`src/rtl/shift_sched_pkg.sv`:
```
// Shared types and helpers for the round-robin serial scheduler.
//   sched_state_t : controller state encoding
//   rr_pick()     : round-robin grant index, scanning upward from last+1 with wrap
package shift_sched_pkg;

  typedef enum logic [1:0] {
    ST_IDLE,
    ST_SHIFT,
    ST_GAP
  } sched_state_t;

  // Upper bound on requesters the helper can scan; callers zero-extend to this width.
  localparam int unsigned MaxReq = 32;

  // Returns the first set bit of valid[nreq-1:0] starting at (last+1) mod nreq.
  // Returns 0 when nothing is valid; callers qualify with |valid.
  function automatic int unsigned rr_pick(input logic [MaxReq-1:0] valid,
                                          input int unsigned       last,
                                          input int unsigned       nreq);
    int unsigned idx;
    logic        found;
    rr_pick = 0;
    found   = 1'b0;
    for (int unsigned k = 1; k <= MaxReq; k++) begin
      if (k <= nreq) begin
        idx = last + k;
        // last < nreq and k <= nreq, so a single subtraction is enough to wrap.
        if (idx >= nreq) idx = idx - nreq;
        if (!found && valid[idx[4:0]]) begin
          rr_pick = idx;
          found   = 1'b1;
        end
      end
    end
  endfunction

endpackage

```
`src/rtl/shift_dp.sv`:
```
// Parallel-load shift register datapath.
//   clk_i      : clock, rising edge
//   rst_ni     : asynchronous active-low reset, clears the register
//   load_i     : load data_i (has priority over shift_en_i)
//   data_i     : parallel word to load
//   shift_en_i : shift by one position, filling with 0
//   dir_i      : 1 = shift left / emit MSB, 0 = shift right / emit LSB
//   ser_o      : bit currently at the output end of the register
module shift_dp #(
  parameter int unsigned Width = 8
) (
  input  logic             clk_i,
  input  logic             rst_ni,
  input  logic             load_i,
  input  logic [Width-1:0] data_i,
  input  logic             shift_en_i,
  input  logic             dir_i,
  output logic             ser_o
);

  logic [Width-1:0] sreg_q, sreg_d;

  always_comb begin
    sreg_d = sreg_q;
    if (load_i) begin
      sreg_d = data_i;
    end else if (shift_en_i) begin
      if (dir_i) sreg_d = {sreg_q[Width-2:0], 1'b0};
      else       sreg_d = {1'b0, sreg_q[Width-1:1]};
    end
  end

  always_ff @(posedge clk_i or negedge rst_ni) begin
    if (!rst_ni) sreg_q <= '0;
    else         sreg_q <= sreg_d;
  end

  assign ser_o = dir_i ? sreg_q[Width-1] : sreg_q[0];

endmodule

```
`src/rtl/shift_ser_sched.sv`:
```
// Round-robin scheduler sharing one parallel-load shift register among NREQ requesters.
// One word is accepted per frame, then emitted serially under downstream backpressure,
// optionally followed by forced idle gap cycles.
//   clk, rst_n         : clock (rising edge), asynchronous active-low reset
//   req_valid/req_data : per-requester word valid and packed words ([i*WIDTH +: WIDTH])
//   req_ready          : one-hot accept, only in IDLE; transfer = valid & ready
//   flush              : synchronous abort of the current frame
//   ser_valid/ready    : serial bit handshake
//   ser_data/ser_last  : current bit, and final-bit marker
//   ser_id             : requester owning the current frame
//   busy               : frame in progress (state != IDLE)
module shift_ser_sched
  import shift_sched_pkg::*;
#(
  parameter int unsigned WIDTH      = 8,
  parameter int unsigned NREQ       = 4,
  parameter int unsigned GAP_CYCLES = 1,
  parameter int unsigned MSB_FIRST  = 1
) (
  input  logic                     clk,
  input  logic                     rst_n,
  input  logic [NREQ-1:0]          req_valid,
  input  logic [NREQ*WIDTH-1:0]    req_data,
  output logic [NREQ-1:0]          req_ready,
  input  logic                     flush,
  output logic                     ser_valid,
  input  logic                     ser_ready,
  output logic                     ser_data,
  output logic                     ser_last,
  output logic [$clog2(NREQ)-1:0]  ser_id,
  output logic                     busy
);

  localparam int unsigned IdW  = $clog2(NREQ);
  localparam int unsigned CntW = $clog2(WIDTH);
  localparam int unsigned GapW = (GAP_CYCLES > 0) ? $clog2(GAP_CYCLES + 1) : 1;
  localparam bit          HasGap = (GAP_CYCLES > 0);

  localparam logic [CntW-1:0] CntLast = CntW'(WIDTH - 1);
  localparam logic [GapW-1:0] GapLast = GapW'((GAP_CYCLES > 0) ? GAP_CYCLES - 1 : 0);
  localparam logic [IdW-1:0]  IdLast  = IdW'(NREQ - 1);

  sched_state_t    state_q, state_d;
  logic [IdW-1:0]  last_grant_q, last_grant_d;
  logic [IdW-1:0]  ser_id_q, ser_id_d;
  logic [CntW-1:0] bit_cnt_q, bit_cnt_d;
  logic [GapW-1:0] gap_cnt_q, gap_cnt_d;

  logic [IdW-1:0]   grant_idx;
  logic             grant_any;
  logic             load;
  logic             shift_en;
  logic             sreg_bit;
  logic             bit_last;
  logic [WIDTH-1:0] load_word;

  // Arbitration
  assign grant_idx = IdW'(rr_pick(32'(req_valid), 32'(last_grant_q), NREQ));
  assign grant_any = (state_q == ST_IDLE) && (|req_valid) && !flush;
  assign load_word = req_data[grant_idx*WIDTH +: WIDTH];

  // Gated by rst_n so nothing looks accepted while the block is held in reset.
  assign req_ready = (grant_any && rst_n) ? (NREQ'(1) << grant_idx) : '0;

  // Datapath
  shift_dp #(
    .Width (WIDTH)
  ) u_dp (
    .clk_i      (clk),
    .rst_ni     (rst_n),
    .load_i     (load),
    .data_i     (load_word),
    .shift_en_i (shift_en),
    .dir_i      (MSB_FIRST != 0),
    .ser_o      (sreg_bit)
  );

  // Controller
  assign bit_last = (bit_cnt_q == CntLast);

  always_comb begin
    state_d      = state_q;
    last_grant_d = last_grant_q;
    ser_id_d     = ser_id_q;
    bit_cnt_d    = bit_cnt_q;
    gap_cnt_d    = gap_cnt_q;
    load         = 1'b0;
    shift_en     = 1'b0;

    unique case (state_q)
      ST_IDLE: begin
        if (grant_any) begin
          load         = 1'b1;
          ser_id_d     = grant_idx;
          last_grant_d = grant_idx;
          bit_cnt_d    = '0;
          state_d      = ST_SHIFT;
        end
      end
      ST_SHIFT: begin
        if (ser_ready) begin
          shift_en = 1'b1;
          if (bit_last) begin
            bit_cnt_d = '0;
            gap_cnt_d = '0;
            state_d   = HasGap ? ST_GAP : ST_IDLE;
          end else begin
            bit_cnt_d = bit_cnt_q + 1'b1;
          end
        end
      end
      ST_GAP: begin
        gap_cnt_d = gap_cnt_q + 1'b1;
        if (gap_cnt_q == GapLast) state_d = ST_IDLE;
      end
      default: state_d = ST_IDLE;
    endcase

    // Abort wins over everything, including the last-bit handshake; last_grant is kept.
    if (flush && (state_q != ST_IDLE)) state_d = ST_IDLE;
  end

  always_ff @(posedge clk or negedge rst_n) begin
    if (!rst_n) begin
      state_q      <= ST_IDLE;
      last_grant_q <= IdLast;
      ser_id_q     <= '0;
      bit_cnt_q    <= '0;
      gap_cnt_q    <= '0;
    end else begin
      state_q      <= state_d;
      last_grant_q <= last_grant_d;
      ser_id_q     <= ser_id_d;
      bit_cnt_q    <= bit_cnt_d;
      gap_cnt_q    <= gap_cnt_d;
    end
  end

  // Outputs
  assign ser_valid = (state_q == ST_SHIFT);
  assign ser_data  = ser_valid & sreg_bit;
  assign ser_last  = ser_valid & bit_last;
  assign ser_id    = ser_id_q;
  assign busy      = (state_q != ST_IDLE);

  // req_ready must never name more than one requester.
  assert property (@(posedge clk) disable iff (!rst_n) $onehot0(req_ready));

endmodule

```
`config.mk`:
```
export PLATFORM = sky130hd
export DESIGN_NAME = shift_ser_sched
export DESIGN_NICKNAME = d
export VERILOG_FILES = /design/src/rtl/shift_sched_pkg.sv /design/src/rtl/shift_dp.sv /design/src/rtl/shift_ser_sched.sv
export SDC_FILE = /design/constraint.sdc
export NUM_CORES = 1
export LEC_CHECK = 0
export ABC_AREA = 1
export BUFFER_PORTS_ARGS = -buffer_cell sky130_fd_sc_hd__buf_4
export CAP_MARGIN = 20
export CORE_MARGIN = 4
export CORE_UTILIZATION = 50
export CTS_CLUSTER_SIZE = 12
export DETAILED_ROUTE_END_ITERATION = 8
export HOLD_SLACK_MARGIN = 0.15
export PLACE_DENSITY = 0.89
export SYNTH_ARGS = -nofsm -noshare
export SYNTH_HDL_FRONTEND = slang
export SYNTH_HIERARCHICAL = 1
export SYNTH_SLANG_ARGS = --single-unit
```
`constraint.sdc`:
```
create_clock -name clk -period 7.8 [get_ports clk]
set_clock_uncertainty 0.2 [all_clocks]
set_input_delay 0.39 -clock clk [delete_from_list [all_inputs] [get_ports clk]]
set_output_delay 0.39 -clock clk [all_outputs]
set_load 0.005 [all_outputs]
```
Word level (Yosys, flattened, before mapping)
Index checks and enable logic that the tools add are counted.
Operators by class
  add/sub/neg operators: 10
  $lt $le $gt $ge: 8
  equal/unequal tests: 10
  shift operators: 2
  mux-type cells: 39
  bitwise operators: 2
  reduce and logical (&&, ||, !) cells: 21
Operator list (count)
  variable part select 32 x 6 -> 8 bit: 1
  less-than comparator 5 x 6 -> 1 bit, second input constant: 4
  binary-select mux 1 bit (select 5 bit): 4
  2-to-1 mux 5 bit: 4
  2-to-1 mux 2 bit: 9
  2-to-1 mux 8 bit: 2
  2-to-1 mux 1 bit: 13
  subtractor 3 x 3 -> 4 bit, second input constant: 3
  greater-or-equal comparator 3 bit, second input constant: 3
  2-to-1 mux 3 bit: 3
  nonzero test 2 bit: 4
  logical AND 1 bit: 7
  adder 2 x 2 -> 3 bit, second input constant: 2
  != test 3 x 1 -> 1 bit, second input constant: 2
  case mux 2 bit (3 select lines): 1
  case mux 3 bit (2 select lines): 1
  AND reduction 3 bit: 2
  subtractor 4 x 3 -> 5 bit, second input constant: 1
  adder 2 x 3 -> 4 bit, second input constant: 1
  greater-or-equal comparator 4 x 3 -> 1 bit, second input constant: 1
  zero test 1 bit: 4
  2-to-1 mux 4 bit: 1
  != test 2 x 1 -> 1 bit, second input constant: 2
  AND reduction 4 bit: 1
  other kinds (15): 16
Word-level totals
  register bits: 18
  output and inout port bits: 10

Logic depth before layout (Yosys ltp)
  depth after elaboration: 17
  gate-level depth with buffers: 18

Hierarchy
Netlist, hierarchy kept.
Modules (own cells, without submodules)
  shift_ser_sched: times used 1, cells each 192, area each 1226.2 um2
  shift_dp: times used 1, cells each 68, area each 478.0 um2

Worst setup path before layout
OpenSTA, ideal clock, no wires.
  kind: register to output
  from: reg last_grant_q[0]
  to: out req_ready[3]
  arrival time: 2.038 ns
  data required time: 7.210 ns
  path slack: 5.172 ns
  stages on the path, launching flop included: 11
  path buffers: 1
  path through: dfstp_2 inv_4 ha_1 inv_1 nand3_2 nand3_4 nand4_2 nand2_2 nand2_4 buf_12 nor3_2
On the way
  word-level cells in the longest chain between the ends: 17
Ends and longest elaborated chain
  start, declared: RTL line shift_ser_sched.sv:44  | logic [IdW-1:0] last_grant_q, last_grant_d;
  start signal, assigned: RTL line shift_ser_sched.sv:126  | last_grant_q <= IdLast;
  start signal, assigned: RTL line shift_ser_sched.sv:132  | last_grant_q <= last_grant_d;
  adder 2 x 1 -> 3 bit: RTL line shift_sched_pkg.sv:26  | idx = last + k;
  subtractor 3 x 3 -> 4 bit / greater-or-equal comparator 3 bit (equally long branches): RTL line shift_sched_pkg.sv:28  | if (idx >= nreq) idx = idx - nreq;
  2-to-1 mux 5 bit: RTL line shift_sched_pkg.sv:28
  binary-select mux 1 bit (select 5 bit): RTL line shift_sched_pkg.sv:29  | if (!found && valid[idx[4:0]]) begin
  2-to-1 mux 1 bit (implied by the code): RTL line shift_sched_pkg.sv:29
  2-to-1 mux 1 bit: RTL line shift_sched_pkg.sv:29
  zero test 1 bit: RTL line shift_sched_pkg.sv:29
  logical AND 1 bit: RTL line shift_sched_pkg.sv:29
  2-to-1 mux 1 bit: RTL line shift_sched_pkg.sv:29
  zero test 1 bit: RTL line shift_sched_pkg.sv:29
  logical AND 1 bit: RTL line shift_sched_pkg.sv:29
  2-to-1 mux 1 bit: RTL line shift_sched_pkg.sv:29
  zero test 1 bit: RTL line shift_sched_pkg.sv:29
  logical AND 1 bit: RTL line shift_sched_pkg.sv:29
  2-to-1 mux 2 bit *: RTL line shift_sched_pkg.sv:29
  << shifter 1 x 2 -> 4 bit *: RTL line shift_ser_sched.sv:63  | assign req_ready = (grant_any && rst_n) ? (NREQ'(1) << grant_idx) : '0;
  2-to-1 mux 4 bit *: RTL line shift_ser_sched.sv:63
  end, declared: RTL line shift_ser_sched.sv:24  | output logic [NREQ-1:0] req_ready,
Mark *: on every way between the ends. The rest lies on a longest branch, timed or not. The select of a mux whose other input is x is not followed.

Worst setup path after layout
  from: reg last_grant_q[1]
  to: out req_ready[1]
The elaborated chain is that of the path after synthesis.

==> qor.yml <==
fmax_ghz: 0.294
p_leak_uw: 0.00119
ir_drop_mv: 0.368
busiest_layer: "met2"
synth_common_cells: "112 x nand2_1, 34 x nand3_1, 20 x inv_1"
final_nets: 358
path_cells: "inv_1, ha_1, inv_1, nand3_2, nand3_4, o211ai_4, nand2_4, inv_1, nand2_1, nor2_1, buf_4"
synth_nets: 307
hold_viol_final: 0
hold_class: "in -> reg"
fin_crit_sh_pct: 43.6
ys_seq_area_share_pct: 26.6
stdcell_count: 354
yosys.cell_count.top_type: "nand2_1"
rrSetupSlack_ns: 4.78
cp_slowest_cell: "dfstp_2"
clkTransAtPathRegs_ns: 0.10
grt_pass1_vias: 1596
met1_usage_pct: 25.9
grt_max_degree: 20
dpl.hpwl_um: 3130
synthDistinctLibCells: 32
endpoint_kind: "output pin"
finalSetupViolCount: 0
root_buffer: "clkbuf_4"
ys_async_sr_fraction_pct: 100
multi_input_area_mm2: 0.00109
drt-initial-drc-count: 185
synth_edf_count: 0
tns_ns: 0
drv_cap: 0
cts_sinks: 18
worstMarginPinSlew_ns: 0.507
syn_to_final_growth_pct: 25.0
start_util_pct: 54.0
arrival_ns: 2.81
place_congestion: 0.856
synth.area.top_cells: "nand2_1 25%, dfrtp_1 23%, nand3_1 10%"
drive_above_1_share_pct: 29.0
postRouteAntennaNets: 0
synth.ff_latch_count: 18
drc: 0
cts_tree: "yes"
synth_ff_type: "dfrtp_1"
cp_common_cell: "inv_1"
wl_per_cell_um: 11.2
dieArea_mm2: 0.00441
use_met3_pct: 1.36
post-place-cells: 348
critPathBufInv: 4
worst-path-max-fanout: 19
io_buffers: 49
pwr_density_cell_mw_per_mm2: 445
worstPathRequired_ns: 7.21
cts_setup_buffers: 0
vias_per_cell: 4.95
crit_family: "flip-flops"
wl_um: 3980
start_kind: "register"
clock_path_buffers: 2
min_period_ns: 3.40
synthCells: 260
overflow: 0
yosysWarnings: 6
num_antenna_cells: 0
syn_area_per_cell_um2: 6.55
num_rows: 20
die_h_um: 66.4
firstDrtPassIters: 4
antenna_found_initial: 0
max_stage_delay_ns: 0.63
n_fill_cell: 282
cts_buffers: 3
grt_pass1_wl_um: 6700
seq_area_um2: 453
h-tree-depth: 1
synth_top_area_share_pct: 24.7
insertion_delay_ns: 0.29
fp.dieW_um: 66.4
grt_util_all_layers_pct: 19.0
status: "finished clean"
ioPinCount: 50
via_count: 1751
synth.cell_area_mm2: 0.00170
core_area_mm2: 0.00315
synth_top_area_cell: "nand2_1"
worstSetupPathType: "reg -> out"
drv_slew: 0
relSlewSlack_pct: 65.9
grt_setup_unrepaired: "no"
grt_use_met2_pct: 31.7
-- worst register-to-register path: cells and delay by family, from the launching register on --
kind | cells | cell delay, ns
AOI/OAI and AO/OA | 2 | 0.27
adders and majority gates | 1 | 0.35
buffers and inverters | 3 | 0.39
DFF | 1 | 0.63
and+or+nand+nor | 9 | 1.06
-- layer usage --
metal	up-vias	routed length (µm)
met1	780	1870
met2	46	1920
met3	2	172
li1	923	-
met4	0	17
met5	-	0
-- repair_timing --
action	in CTS	in global routing
endpoints found under the hold margin	19	0
hold buffers	2	0
gates resized for setup	0	0
-- metrics by stage --
step / hold WS [ns] / setup WS (ns) / instance area, µm² / utilization (%) / total power [µW]
6_report: 0.291 / 4.40 / 2130 / 67.5 / 947
5_1_grt: 0.299 / 4.15 / 2130 / 67.5 / 1060
4_1_cts: 0.278 / 4.39 / 2130 / 67.5 / 946
3_5_place_dp: 0.0722 / 4.73 / 2070 / 65.8 / 886
3_3_place_gp: 0.0738 / 4.83 / 2070 / 65.8 / 862
2_1_floorplan: -0.106 / 5.17 / 1700 / - / 791
-- final cells by class --
| cell class | count | area share (%) |
|---|---|---|
| Timing Repair Buffer | 52 | 18.6 |
| Clock buffer | 4 | 1.70 |
| Inverter | 26 | 4.82 |
| Tap cell | 44 | 2.59 |
| Multi-Input combinational cell | 210 | 51.1 |
| Sequential cell | 18 | 21.3 |
-- state kept, by name (all words and copies together), names as in the netlist --
signal / count
gap_cnt_q: 1
state_q: 2
last_grant_q: 2
ser_id: 2
bit_cnt_q: 3
u_dp/sreg_q: 8
-- path summary, 6_finish.rpt --
path	startpoint	end	depth (start not counted)
worst min-delay path	req_data[19]	u_dp/sreg_q[3]	7
worst max-delay path	last_grant_q[1]	req_ready[1]	11
worst max register to register	last_grant_q[1]	u_dp/sreg_q[6]	15
worst min register to register	u_dp/sreg_q[5]	u_dp/sreg_q[5]	2
min in group asynchronous	rst_n	gap_cnt_q	2
max in group asynchronous	rst_n	last_grant_q[0]	2
-- power by group --
| part | internal (µW) | switching (µW) |
|---|---|---|
| Combinational | 250 | 468 |
| Clock | 28.5 | 29.7 |
| Sequential | 137 | 33.7 |
-- cell usage in the layout (no fill, tap or decap), types with 2 or more instances in the layout --
| master | synthesis | final |
|---|---|---|
| buf_4 | 4 | 50 |
| nor2_4 | 2 | 2 |
| nand2_4 | 2 | 2 |
| a21boi_1 | 2 | 2 |
| nand2_2 | 10 | 10 |
| dlygate4sd3_1 | 0 | 2 |
| nor2_2 | 2 | 2 |
| o21ai_0 | 6 | 6 |
| dfstp_2 | 2 | 2 |
| inv_4 | 2 | 2 |
| nand2_1 | 112 | 112 |
| dfrtp_1 | 16 | 16 |
| nand3_4 | 2 | 2 |
| nand3_1 | 34 | 34 |
| nor2_1 | 13 | 13 |
| inv_1 | 20 | 20 |
| inv_2 | 4 | 4 |
| ha_1 | 7 | 7 |
| nand3_2 | 6 | 6 |
| clkbuf_4 | 0 | 3 |
-- cell families (layout without fill, tap and decap cells) --
| group | after synthesis | in the layout | synth area share, % |
|---|---|---|---|
| DFF | 18 | 18 | 26.6 |
| and+or+nand+nor | 187 | 187 | 52.1 |
| AOI/OAI and AO/OA | 15 | 15 | 6.31 |
| other | 1 | 1 | 0.220 |
| buffers and inverters | 32 | 82 | 9.62 |
| adders and majority gates | 7 | 7 | 5.14 |
Note: power is estimated with default switching activity, not from simulation.
